**src/rtl/pwm_fade_sequencer.sv**
```systemverilog
// Ramps one pwm_generator channel's compare value toward a commanded target, one clean wr pulse per step.
// Define PWM_FADE_ABORT_EN to let the abort input stop a ramp early; otherwise abort is ignored.
module pwm_fade_sequencer #(
  parameter int COMPARE_SIZE = 8,
  parameter int PERIOD_SIZE  = 16
) (
  input  logic                    sys_clk,
  input  logic                    rst_n,
  input  logic                    cmd_valid,
  output logic                    cmd_ready,
  input  logic [COMPARE_SIZE-1:0] cmd_target,
  input  logic [COMPARE_SIZE-1:0] cmd_step,
  input  logic [PERIOD_SIZE-1:0]  cmd_period,
  input  logic                    abort,
  output logic [COMPARE_SIZE-1:0] compare_out,
  output logic                    wr_out,
  output logic                    busy,
  output logic                    done
);

  // state | meaning
  // IDLE  | waiting for a command, cmd_ready high
  // WR_HI | wr_out high, compare_out holds the new level
  // WR_LO | mandatory low gap after the pulse
  // WAIT  | counting down the inter-step period
  typedef enum logic [1:0] {IDLE, WR_HI, WR_LO, WAIT} state_t;

  state_t                  state_q;
  logic [COMPARE_SIZE-1:0] level_q;
  logic [COMPARE_SIZE-1:0] target_q;
  logic [COMPARE_SIZE-1:0] step_q;
  logic [PERIOD_SIZE-1:0]  period_q;
  logic [PERIOD_SIZE-1:0]  cnt_q;
  logic                    wr_q;
  logic                    done_q;
  logic                    abort_pend_q;
  logic                    abort_en;
  logic [COMPARE_SIZE-1:0] next_cmd_d;
  logic [COMPARE_SIZE-1:0] next_ramp_d;

`ifdef PWM_FADE_ABORT_EN
  assign abort_en = abort;
`else
  assign abort_en = abort & 1'b0;
`endif

  // Saturating step toward the target; the up path uses one extra bit so it cannot wrap.
  function automatic logic [COMPARE_SIZE-1:0] step_toward(
    input logic [COMPARE_SIZE-1:0] lvl,
    input logic [COMPARE_SIZE-1:0] tgt,
    input logic [COMPARE_SIZE-1:0] stp
  );
    logic [COMPARE_SIZE:0]   sum;
    logic [COMPARE_SIZE-1:0] gap;
    sum = {1'b0, lvl} + {1'b0, stp};
    gap = lvl - tgt;
    if (stp == '0) begin
      return tgt;
    end else if (tgt > lvl) begin
      return (sum >= {1'b0, tgt}) ? tgt : sum[COMPARE_SIZE-1:0];
    end else begin
      return (gap <= stp) ? tgt : lvl - stp;
    end
  endfunction

  assign next_cmd_d  = step_toward(level_q, cmd_target, cmd_step);
  assign next_ramp_d = step_toward(level_q, target_q, step_q);

  always_ff @(posedge sys_clk or negedge rst_n) begin
    if (!rst_n) begin
      state_q      <= IDLE;
      level_q      <= '0;
      target_q     <= '0;
      step_q       <= '0;
      period_q     <= '0;
      cnt_q        <= '0;
      wr_q         <= 1'b0;
      done_q       <= 1'b0;
      abort_pend_q <= 1'b0;
    end else begin
      done_q <= 1'b0;
      case (state_q)
        IDLE: begin
          if (cmd_valid) begin
            target_q     <= cmd_target;
            step_q       <= cmd_step;
            period_q     <= cmd_period;
            abort_pend_q <= 1'b0;
            if (cmd_target == level_q) begin
              done_q <= 1'b1;
            end else begin
              level_q <= next_cmd_d;
              wr_q    <= 1'b1;
              state_q <= WR_HI;
            end
          end
        end
        WR_HI: begin
          wr_q    <= 1'b0;
          state_q <= WR_LO;
          if (abort_en) abort_pend_q <= 1'b1;
        end
        WR_LO: begin
          if (abort_en || abort_pend_q) begin
            abort_pend_q <= 1'b0;
            state_q      <= IDLE;
          end else if (level_q == target_q) begin
            done_q  <= 1'b1;
            state_q <= IDLE;
          end else if (period_q == '0) begin
            level_q <= next_ramp_d;
            wr_q    <= 1'b1;
            state_q <= WR_HI;
          end else begin
            cnt_q   <= period_q;
            state_q <= WAIT;
          end
        end
        WAIT: begin
          if (abort_en) begin
            state_q <= IDLE;
          end else if (cnt_q == PERIOD_SIZE'(1)) begin
            cnt_q   <= '0;
            level_q <= next_ramp_d;
            wr_q    <= 1'b1;
            state_q <= WR_HI;
          end else begin
            cnt_q <= cnt_q - PERIOD_SIZE'(1);
          end
        end
        default: state_q <= IDLE;
      endcase
    end
  end

  assign cmd_ready   = (state_q == IDLE);
  assign busy        = (state_q != IDLE);
  assign compare_out = level_q;
  assign wr_out      = wr_q;
  assign done        = done_q;

endmodule
```
**config.mk**
```make
export PLATFORM = sky130hd
export DESIGN_NAME = pwm_fade_sequencer
export DESIGN_NICKNAME = d
export VERILOG_FILES = /design/src/rtl/pwm_fade_sequencer.sv
export SDC_FILE = /design/constraint.sdc
export NUM_CORES = 1
export LEC_CHECK = 0
export ABC_CLOCK_PERIOD_IN_PS = 5000
export CAP_MARGIN = 40
export CORE_MARGIN = 2
export CORE_UTILIZATION = 59
export CTS_BUF_LIST = sky130_fd_sc_hd__clkbuf_16
export CTS_CLUSTER_DIAMETER = 80
export DETAILED_ROUTE_END_ITERATION = 10
export GPL_TIMING_DRIVEN = 0
export PLACE_DENSITY = 0.82
export SYNTH_ARGS = -nofsm -noshare
export SYNTH_HDL_FRONTEND = slang
export SYNTH_SLANG_ARGS = --single-unit
```
**constraint.sdc**
```tcl
create_clock -name sys_clk -period 5 [get_ports sys_clk]
set_input_delay 0.75 -clock sys_clk [delete_from_list [all_inputs] [get_ports sys_clk]]
set_output_delay 0.75 -clock sys_clk [all_outputs]
set_load 0.02 [all_outputs]
```
Yosys cells after proc, flatten, opt, wreduce, memory -nomap -nowiden

Index checks and enable logic that the tools add are counted.

Register bits: 61
Output and inout port bits: 12
Word-level logic and storage cells: 90

$add $sub $neg: 7
Order comparisons: 6
Equality and inequality tests: 13
Muxes and demuxes: 41
Reduce and logical (&&, ||, !) cells: 14

Operator list:

| cell                                                                  | count |
|---|---|
| 8-bit two-way mux                                                     | 14 |
| 16-bit two-way mux                                                    | 4 |
| 16-bit one-hot mux with 2 select lines                                | 1 |
| 8-bit subtractor                                                      | 4 |
| 8-bit one-hot mux with 3 select lines                                 | 1 |
| 8-bit by 8-bit adder with 9-bit output                                | 2 |
| 9-bit by 8-bit greater-or-equal comparator with 1-bit output          | 2 |
| 16-bit by 1-bit == test with 1-bit output (second input constant)     | 1 |
| 8-bit == test                                                         | 2 |
| 8-bit greater-than comparator                                         | 2 |
| 8-bit less-or-equal comparator                                        | 2 |
| 16-bit zero test                                                      | 1 |
| 8-bit zero test                                                       | 2 |
| 16-bit by 1-bit subtractor with 16-bit output (second input constant) | 1 |
| 2-bit inequality test (second input constant)                         | 7 |
| 2-bit two-way mux                                                     | 6 |
| 1-bit two-way mux                                                     | 11 |
| 2-bit one-hot mux with 4 select lines                                 | 1 |
| 7-bit AND reduction                                                   | 1 |
| 6-bit AND reduction                                                   | 1 |
| 2-bit nonzero test                                                    | 3 |
| 2-bit == test (second input constant)                                 | 2 |
| 1-bit one-hot mux with 2 select lines                                 | 2 |
| 1-bit one-hot mux with 4 select lines                                 | 1 |
| 6 further kinds                                                       | 7 |

Depth between registers and ports, before layout

Depth in word-level cells: 9
Gate-level depth with buffers: 17
Gate-level depth less buffers: 17

Least setup slack after synthesis

Ideal clock, no wire load.

Path kind: in2reg
From: input cmd_target[1]
To: register level_q[0], in the netlist compare_out[0]
Library setup time: 0.138 ns
Arrival time: 3.498 ns
Data required time: 4.862 ns
Setup slack: 1.365 ns
Stages on the path: 16
Path through: inv_1 > ha_1 > a21o_1 > a21o_1 > a21oi_1 > o21bai_1 > a31oi_1 > xnor2_1 > ha_1 > a21oi_1 > o21ai_0 > o21a_1 > nor2_1 > a2bb2oi_1 > mux2i_1 > o221ai_1

Longest elaborated chain between the ends: 8
Elaborated cells on any way between the ends: 14

RTL lines:

| element                               | RTL line | text |
|---|---|---|
| start, declared                       | 11       | `input logic [COMPARE_SIZE-1:0] cmd_target,` |
| 8-bit subtractor                      | 56       | `gap = lvl - tgt;` |
| 8-bit less-or-equal comparator        | 62       | `return (gap <= stp) ? tgt : lvl - stp;` |
| 8-bit two-way mux                     | 62       |  |
| 8-bit two-way mux                     | 59       | `end else if (tgt > lvl) begin` |
| 8-bit two-way mux                     | 57       | `if (stp == '0) begin` |
| 8-bit two-way mux                     | 89       | `if (cmd_target == level_q) begin` |
| 8-bit two-way mux                     | 84       | `if (cmd_valid) begin` |
| 8-bit one-hot mux with 3 select lines | 82       | `case (state_q)` |
| end signal, assigned                  | 92       | `level_q <= next_cmd_d;` |
| end signal, assigned                  | 111      | `level_q <= next_ramp_d;` |
| end signal, assigned                  | 124      | `level_q <= next_ramp_d;` |
| end, declared                         | 29       | `logic [COMPARE_SIZE-1:0] level_q;` |

Several ways; a longest one is shown, not always the timed one. The select of a mux whose other input is x is not followed.
A chain may end at the register's enable or synchronous reset.

Worst setup path in the final report

From: input cmd_target[1]
To: register level_q[1], in the netlist compare_out[1]

Same word-level chain as after synthesis.

==> results.ini <==
[status]
status=finished, final reports clean

[synth]
ys.warnings.count=0
async_reset_ff_frac=1.000
synth_edf_count=0
yosysSeqAreaShare=0.2501
synth_cell_type_count=69
syn_nets=832
ys_ff_latch=60
synth_flop_cell=dfrtp_1
synth.cell_area_um2=6003
syn_area_per_cell_um2=8.515
syn_inst=705

[worst_setup_path]
required_ns=5.22
end_kind=flop
start_kind=input pin
critical_path_class=in -> reg
cp_max_fo=9
worstPathArrival_ns=4.72

[clocking]
cts_buffer_depth=2
cts_buffers=9
post_cts_buffers=0
cts_root_buf=clkbuf_16
cts_hold_buf=0
h-tree-depth=3
clock_latency_ns=0.33
clock_sinks=60
cts_tree=done
clkTransAtPathRegs_ns=0.05
post_cts_resized=0

[floorplan]
io_pins=48
num_rows=36
core_um2=9819
die_w_um=104.9
initial_core_util=0.6114
die-area_um2=11000
fp.dieH_um=104.9

[placement]
placed_area_um2=6645
place_ws_ns=0.2131
gp_congestion=0.9714
io_buffer_count=46
dp_hpwl_um=13660

[global_routing]
track_usage=0.3191
grt_antenna_before_repair=0
grt_max_degree=40
gr-total-overflow=0
grt_pass1_vias=5666
grt_pass1_wl_um=28170

[timing]
setup_viol=0
slew_viol_final=0
worstMarginPinSlew_ns=0.8541
hold_violations=0
fin_crit_ns=4.500
fmax_mhz=222.2
skew_ns=0.009725
fin_ws_ns=0.4996
finalSetupTns_ns=0
rsz0062_at_grt=no
min_period_over_period=0.9001
slew_headroom=0.4262

[layout]
antenna_cells=0
fillCellCount=801
final_area_um2=6913
drive_above_1_share=0.07161
area_delta_synth_final_pct=15.15
utilization=0.7040
nNetsFinal=890

[routing]
ant_nets=0
num_vias=5733
drt_pass1_iterations=5
dr.first_iter.drc_count=467
wire_per_inst_um=19.05
drc=0
drt_wl_total_um=17170
viasPerCell=6.363

[flow_run]
drv_cap=0

[hold_path]
min_path_type=in -> async

[worst max-delay path, cell delays in order]
cell and delay [ns]:
clkdlybuf4s50_1 0.46, inv_1 0.11, ha_1 0.34, a21o_1 0.18, a21o_1 0.21, a21oi_1 0.20
o21bai_1 0.12, a31oi_1 0.25, xnor2_1 0.17, ha_1 0.29, a21oi_1 0.13, o21ai_0 0.14
o21a_1 0.16, nor2_1 0.48, nor2_1 0.11, a221o_1 0.36, o221ai_1 0.25
[cells by family after synthesis]
| group | share of synthesized area |
|---|---|
| AO/OA/AOI/OAI | 0.2359 |
| XOR/XNOR | 0.04960 |
| adder cells (fa/ha/maj) | 0.1972 |
| buffers and inverters | 0.04710 |
| flip-flops | 0.2501 |
| multiplexers | 0.04043 |
| AND/OR/NAND/NOR | 0.1797 |
[cells in the mapped netlist, drive strengths merged, types with 15 or more instances]
master	number	share of area
inv	49	0.031
nor2	42	0.026
nor2b	16	0.017
xnor2	25	0.036
dfrtp	60	0.25
o21ai	68	0.057
ha	85	0.18
a21oi	51	0.044
clkbuf	15	0.0094
mux2	18	0.034
nand2	47	0.029
nand2b	15	0.017
nor3	22	0.020
[stage by stage]
step,hold WS (ns),std cells
after floorplan,0.4498,705
after global placement,0.4777,884
after detailed placement,0.4984,885
after CTS,0.4253,901
after global routing,0.4449,901
final,0.4162,901
[worst paths after layout]
path                                 from              to  slack [ns]  depth (start not counted)
max                         cmd_target[1]  compare_out[1]        0.50                         17
min                                 rst_n       step_q[7]        0.42                          1
max reg2reg                compare_out[1]  compare_out[1]        0.77                         15
min reg2reg                   target_q[5]     target_q[5]        0.51                          2
max in group asynchronous           rst_n    period_q[14]        3.98                          2
min in group sys_clk          target_q[5]     target_q[5]        0.51                          2
[sequential cells by signal, indices dropped and copies added, names as in the netlist]
name / flops
cnt_q: 16
period_q: 16
compare_out: 8
step_q: 8
target_q: 8
state_q: 2
done: 1
wr_out: 1
[routing by layer]
metal,up-vias,global-route usage,wire length (µm)
met3,39,0.06800,1403
li1,2703,-,-
met2,246,0.5135,8078
met1,2745,0.4233,7225
met5,-,0,0
met4,0,0.1152,461
[area by class of cell]
cell class | instances | area [µm²] | area share
Tap cell | 133 | 166.4 | 0.02407
Clock inverter | 7 | 42.54 | 0.006154
Sequential cell | 60 | 1501 | 0.2172
Clock buffer | 9 | 225.2 | 0.03258
Multi-Input combinational cell | 573 | 4219 | 0.6103
Inverter | 50 | 187.7 | 0.02715
Buffer | 22 | 95.09 | 0.01376
Timing Repair Buffer | 47 | 475.5 | 0.06878
[placed cells by master, fill, tap and decap left out, types with 10 or more instances in the layout]
cell type / count
ha_1: 85
o21ai_0: 66
dfrtp_1: 60
a21oi_1: 50
inv_1: 49
nand2_1: 47
clkdlybuf4s50_1: 45
nor2_1: 42
xnor2_1: 25
nor3_1: 20
mux2_2: 18
nor2b_1: 16
clkbuf_1: 15
nand2b_1: 14
nand3_1: 14
nor4_1: 13
o211ai_1: 10
Power is not shown: default switching activity piles up to over one toggle a cycle in this logic, so the estimate is an artifact.
==> patch 1 (same flow settings) <==
The option `PWM_FADE_ABORT_EN` is turned on by a define.
--- a/src/rtl/pwm_fade_sequencer.sv
+++ b/src/rtl/pwm_fade_sequencer.sv
@@ -2,2 +2,4 @@
 // Define PWM_FADE_ABORT_EN to let the abort input stop a ramp early; otherwise abort is ignored.
+`define PWM_FADE_ABORT_EN
+
 module pwm_fade_sequencer #(
Function: changed (a bounded check fails within 4 cycles, from zero or initial values and one cycle with rst_n low).
==> patch 1 against the original RTL <==
  * Sequential cell count up 1
  * Worst hold slack gained 71 ps
  * Worst setup slack got worse by 310 ps
  * Synthesized area decreased by 0.92%
  * Routed wire length grew 1.6%
  * Final area down 0.29%
  * Critical path type is now flop to flop
Power is left out: the tool's default activity adds up to more than one toggle a clock period on the data nets, which glitch-free logic cannot reach.
==> patch 1: results (changes against the original RTL) <==
Outcome - completed
Overall Global Routing Usage - 32.14% (+0.23 points)
First-pass GRT wire length - 28.19 mm (about the same)
# resized after CTS - 0 (unchanged)
Vias in the first global route - 5,640 (-0.46%)
Max clock buf depth - 2 (unchanged)
GRT overflow - 0 (unchanged)
Setup bufs post-CTS - 0 (unchanged)
Synth Net Count - 808 (-2.9%)
Placed instance area - 6600 sq um (-0.68%)
Post-Synthesis Cells - 686 (-2.7%)
Initial antenna violation count - 0 (unchanged)
Actual slew at the worst max-slew pin - 869.9 ps (+15.84 ps)
Distinct cells, synth - 72 (+4.3%)
Number of I/O port buffers - 47 (+2.2%)
H-tree depth - 3 (unchanged)
Worst-path fanout max - 10 (+1)
Diodes inserted - 0 (unchanged)
DR WL/cell - 19.75 microns (+3.7%)
Clock slew at reported path FFs - 50 ps (about the same)
Placer Congestion - 0.9772 (+0.60%)
Layout cell share with drive strength beyond 1 - 8.533% (+1.4 points)
Starting DRC count in detailed routing - 430 (-7.9%)
Clock root buffer - clkbuf_16
Clock buffer count from CTS - 9 (unchanged)
Most frequent cells after synthesis - 80 x ha_1, 73 x o21ai_0, 61 x dfrtp_1
Top FF cell, synth - dfrtp_1
Setup Skew - 5.661 ps (-4.064 ps)
Synth area leaders - dfrtp_1 26%, ha_1 17%, o21ai_0 6.1%, a21oi_1 3.6%, inv_1 3.6%
Post-synth ARST share - 100.0% (unchanged)
Tightest Hold Check Type - input pin to asynchronous set/reset pin
Largest net degree at the start of global routing - 33 (-18%)
CP Data Arrival Time - 5050 ps (+330 ps)
Drt first pass iters - 5 (unchanged)
FILL cells - 779 (-2.7%)
Clock Latency Late Sink - 330 ps (about the same)
Nets - 867 (-2.6%)
Seq/Total Area, Yosys - 25.66% (+0.65 points)
Vias - 5,729 (-0.070%)
Hpwl dp - 13.58 mm (-0.58%)
Final WL - 17.44 mm (+1.6%)
Synth Warn # - 0 (unchanged)
Final Max Slew Viols - 0 (unchanged)
Biggest regs - cnt_q: 16 flops, period_q: 16 flops
-- patch 1: path summary, 6_finish.rpt --
| path | from | end | slack (ps) | cells after the start |
|---|---|---|---|---|
| setup / recovery | compare_out[1] | compare_out[0] | 190 | 16 |
| hold / removal | rst_n | cnt_q[2] | 490 | 1 |
| setup reg to reg | compare_out[1] | compare_out[0] | 190 | 16 |
| hold reg to reg | cnt_q[15] | cnt_q[15] | 500 | 2 |
| max in group asynchronous | rst_n | target_q[2] | 3880 | 2 |
| min in group sys_clk | cnt_q[15] | cnt_q[15] | 500 | 2 |
-- patch 1: cell families after synthesis --
kind of cell    count (synthesis)  synth area share [%]
compound gates                219                 24.27
xor+xnor                       29                 4.270
fa+ha+maj                      86                 18.85
buf+inv                        77                 5.637
simple gates                  188                 16.53
flops                          61                 25.66
mux                            26                 4.775
-- patch 1: layer usage --
metal | GRT usage, % | up-vias | wire [microns]
li1 | - | 2643 | -
met1 | 38.81 | 2755 | 7052
met2 | 56.54 | 278 | 8616
met3 | 7.143 | 53 | 1258
met4 | 10.42 | 0 | 515
met5 | 0 | - | 0
-- patch 1: cell type report --
cell class              instances  area [sq um]  share of cell area [%]
flip-flops and latches         61          1526                   22.15
repair buffers                 48         485.5                   7.043
well taps                     133         166.4                   2.414
multi-input cells             548          4095                   59.41
plain buffers                  20         121.4                   1.761
clock buffers                   9         225.2                   3.267
clock inverters                 7         58.81                  0.8531
inverters                      57         214.0                   3.104
-- patch 1: worst max-delay path, stage by stage, from the launching register on --
cell and delay [ps]:
dfrtp_1 700, inv_1 340, fa_1 540, nand2b_1 160
a21oi_1 360, a21o_1 180, a21oi_1 70, xnor2_1 130
ha_1 270, nand2_1 70, nor2_1 320, a21oi_1 160
a31oi_2 500, nor2b_1 310, o21ai_1 160, mux2i_1 170
a221oi_2 280
-- patch 1: metrics by stage --
| step | worst slack, ps | utilization, % | setup TNS [ps] |
|---|---|---|---|
| after floorplan | 1126 | - | 0 |
| after global placement | -109.7 | 67.37 | -321.0 |
| after detailed placement | -115.0 | 67.52 | -308.8 |
| after CTS | 190.7 | 70.43 | 0 |
| after global routing | 20.27 | 70.52 | 0 |
| final | 189.1 | 70.52 | 0 |
==> patch 2 (same flow settings) <==
Without the edit above. The 4 states of `state_t` get a one-hot encoding in 4 bits.
--- a/src/rtl/pwm_fade_sequencer.sv
+++ b/src/rtl/pwm_fade_sequencer.sv
@@ -25,3 +25,3 @@
   // WAIT  | counting down the inter-step period
-  typedef enum logic [1:0] {IDLE, WR_HI, WR_LO, WAIT} state_t;
+  typedef enum logic [3:0] {IDLE = 4'b0001, WR_HI = 4'b0010, WR_LO = 4'b0100, WAIT = 4'b1000} state_t;
 
Check against the original RTL: same outputs for any inputs over 4 cycles, from zero or initial values and one cycle with rst_n low; so few cycles prove little.
==> patch 2 against the original RTL <==
  * Worst hold slack worse by 210 ps
  * Critical endpoint is now compare_out[0]
  * Worst setup slack got worse by 300 ps
  * Sequential cell count increased by 2
  * Fmax decreased by 6.2%
  * Final area is 1.2% higher
  * Routed wire length down 1.2%
  * Synthesized area increased by 0.65%
  * Critical path type unchanged
Power is left out: the tool's default activity adds up to more than one toggle a clock period on the data nets, which glitch-free logic cannot reach.
==> patch 2: results (changes against the original RTL) <==
Outcome - completed
Met2 wire len - 7.951 mm (-1.6%)
Most frequent cells after synthesis - 80 x ha_1, 61 x dfrtp_1, 61 x nor2_1
Adder-cell share of the synthesized area - 18.55% (-1.2 points)
Post-synthesis mux area share - 4.514% (+0.47 points)
Placer Congestion - 0.9707 (about the same)
Multi-input logic area - 4172 sq um (-1.1%)
Synth Net Count - 827 (-0.60%)
FILL cells - 736 (-8.1%)
CTS Sinks - 62 (+3.3%)
Vias - 5,728 (-0.087%)
RR Endpoint - compare_out[0]
GRT met3 Usage - 4.741% (-2.1 points)
Synth area leaders - dfrtp_1 25%, ha_1 17%, o21ai_0 4.4%, nor2_1 3.8%, inv_1 3.5%
Share of cell area taken by multi-input logic gates - 59.64% (-1.4 points)
Period utilization - 96.01% (+6.0 points)
DR WL/cell - 18.80 microns (-1.3%)
First-pass GRT wire length - 27.94 mm (-0.83%)
Multi-input gates - 562 (-1.9%)
Setup Skew - 9.933 ps (+0.2083 ps)
Overall Global Routing Usage - 31.72% (-0.19 points)
Syn avg cell area - 8.570 sq um (+0.65%)
Starting DRC count in detailed routing - 436 (-6.6%)
Cell Count, Final, Fillers Out - 902 (+0.11%)
Hpwl dp - 13.37 mm (-2.1%)
Placed instance area - 6684 sq um (+0.58%)
Actual slew at the worst max-slew pin - 649.4 ps (-204.6 ps)
Post-synthesis compound-gate area fraction - 22.82% (-0.77 points)
Met2 Usage GRT - 52.44% (+1.1 points)
M1 wire length - 7.335 mm (+1.5%)
Worst-path fanout max - 5 (-4)
Mapped Area - 6042 sq um (+0.65%)
Pre-CTS setup slack - -220.5 ps (-433.6 ps)
Routed wl met3 - 1.113 mm (-21%)
Signal inverters - 59 (+18%)
CP max stage delay - 510 ps (+30 ps)
[patch 2: changes by cell type after synthesis, moves of 6 or more]
cell / unedited run / this run
a211oi_1: 6 / 12
a21oi_1: 50 / 40
inv_1: 49 / 56
nand2_1: 47 / 55
nand2b_1: 14 / 8
nand3_1: 14 / 5
nor2_1: 42 / 61
o21ai_0: 66 / 53
[patch 2: worst max-delay path by stage]
| stage | cells after the start | end |
|---|---|---|
| 2_1_floorplan | 17 | compare_out[3] |
| 4_1_cts | 18 | compare_out[0] |
| 5_1_grt | 18 | compare_out[0] |
| 3_3_place_gp | 18 | compare_out[0] |
| 3_5_place_dp | 18 | compare_out[0] |
| 6_report | 19 | compare_out[0] |
[patch 2: cells by family (layout without fill, tap and decap cells)]
logic type	Yosys count	after routing
multiplexers	25	25
XOR/XNOR	31	31
AO/OA/AOI/OAI	204	204
adder cells (fa/ha/maj)	86	86
flip-flops	62	62
buffers and inverters	81	145
AND/OR/NAND/NOR	216	216
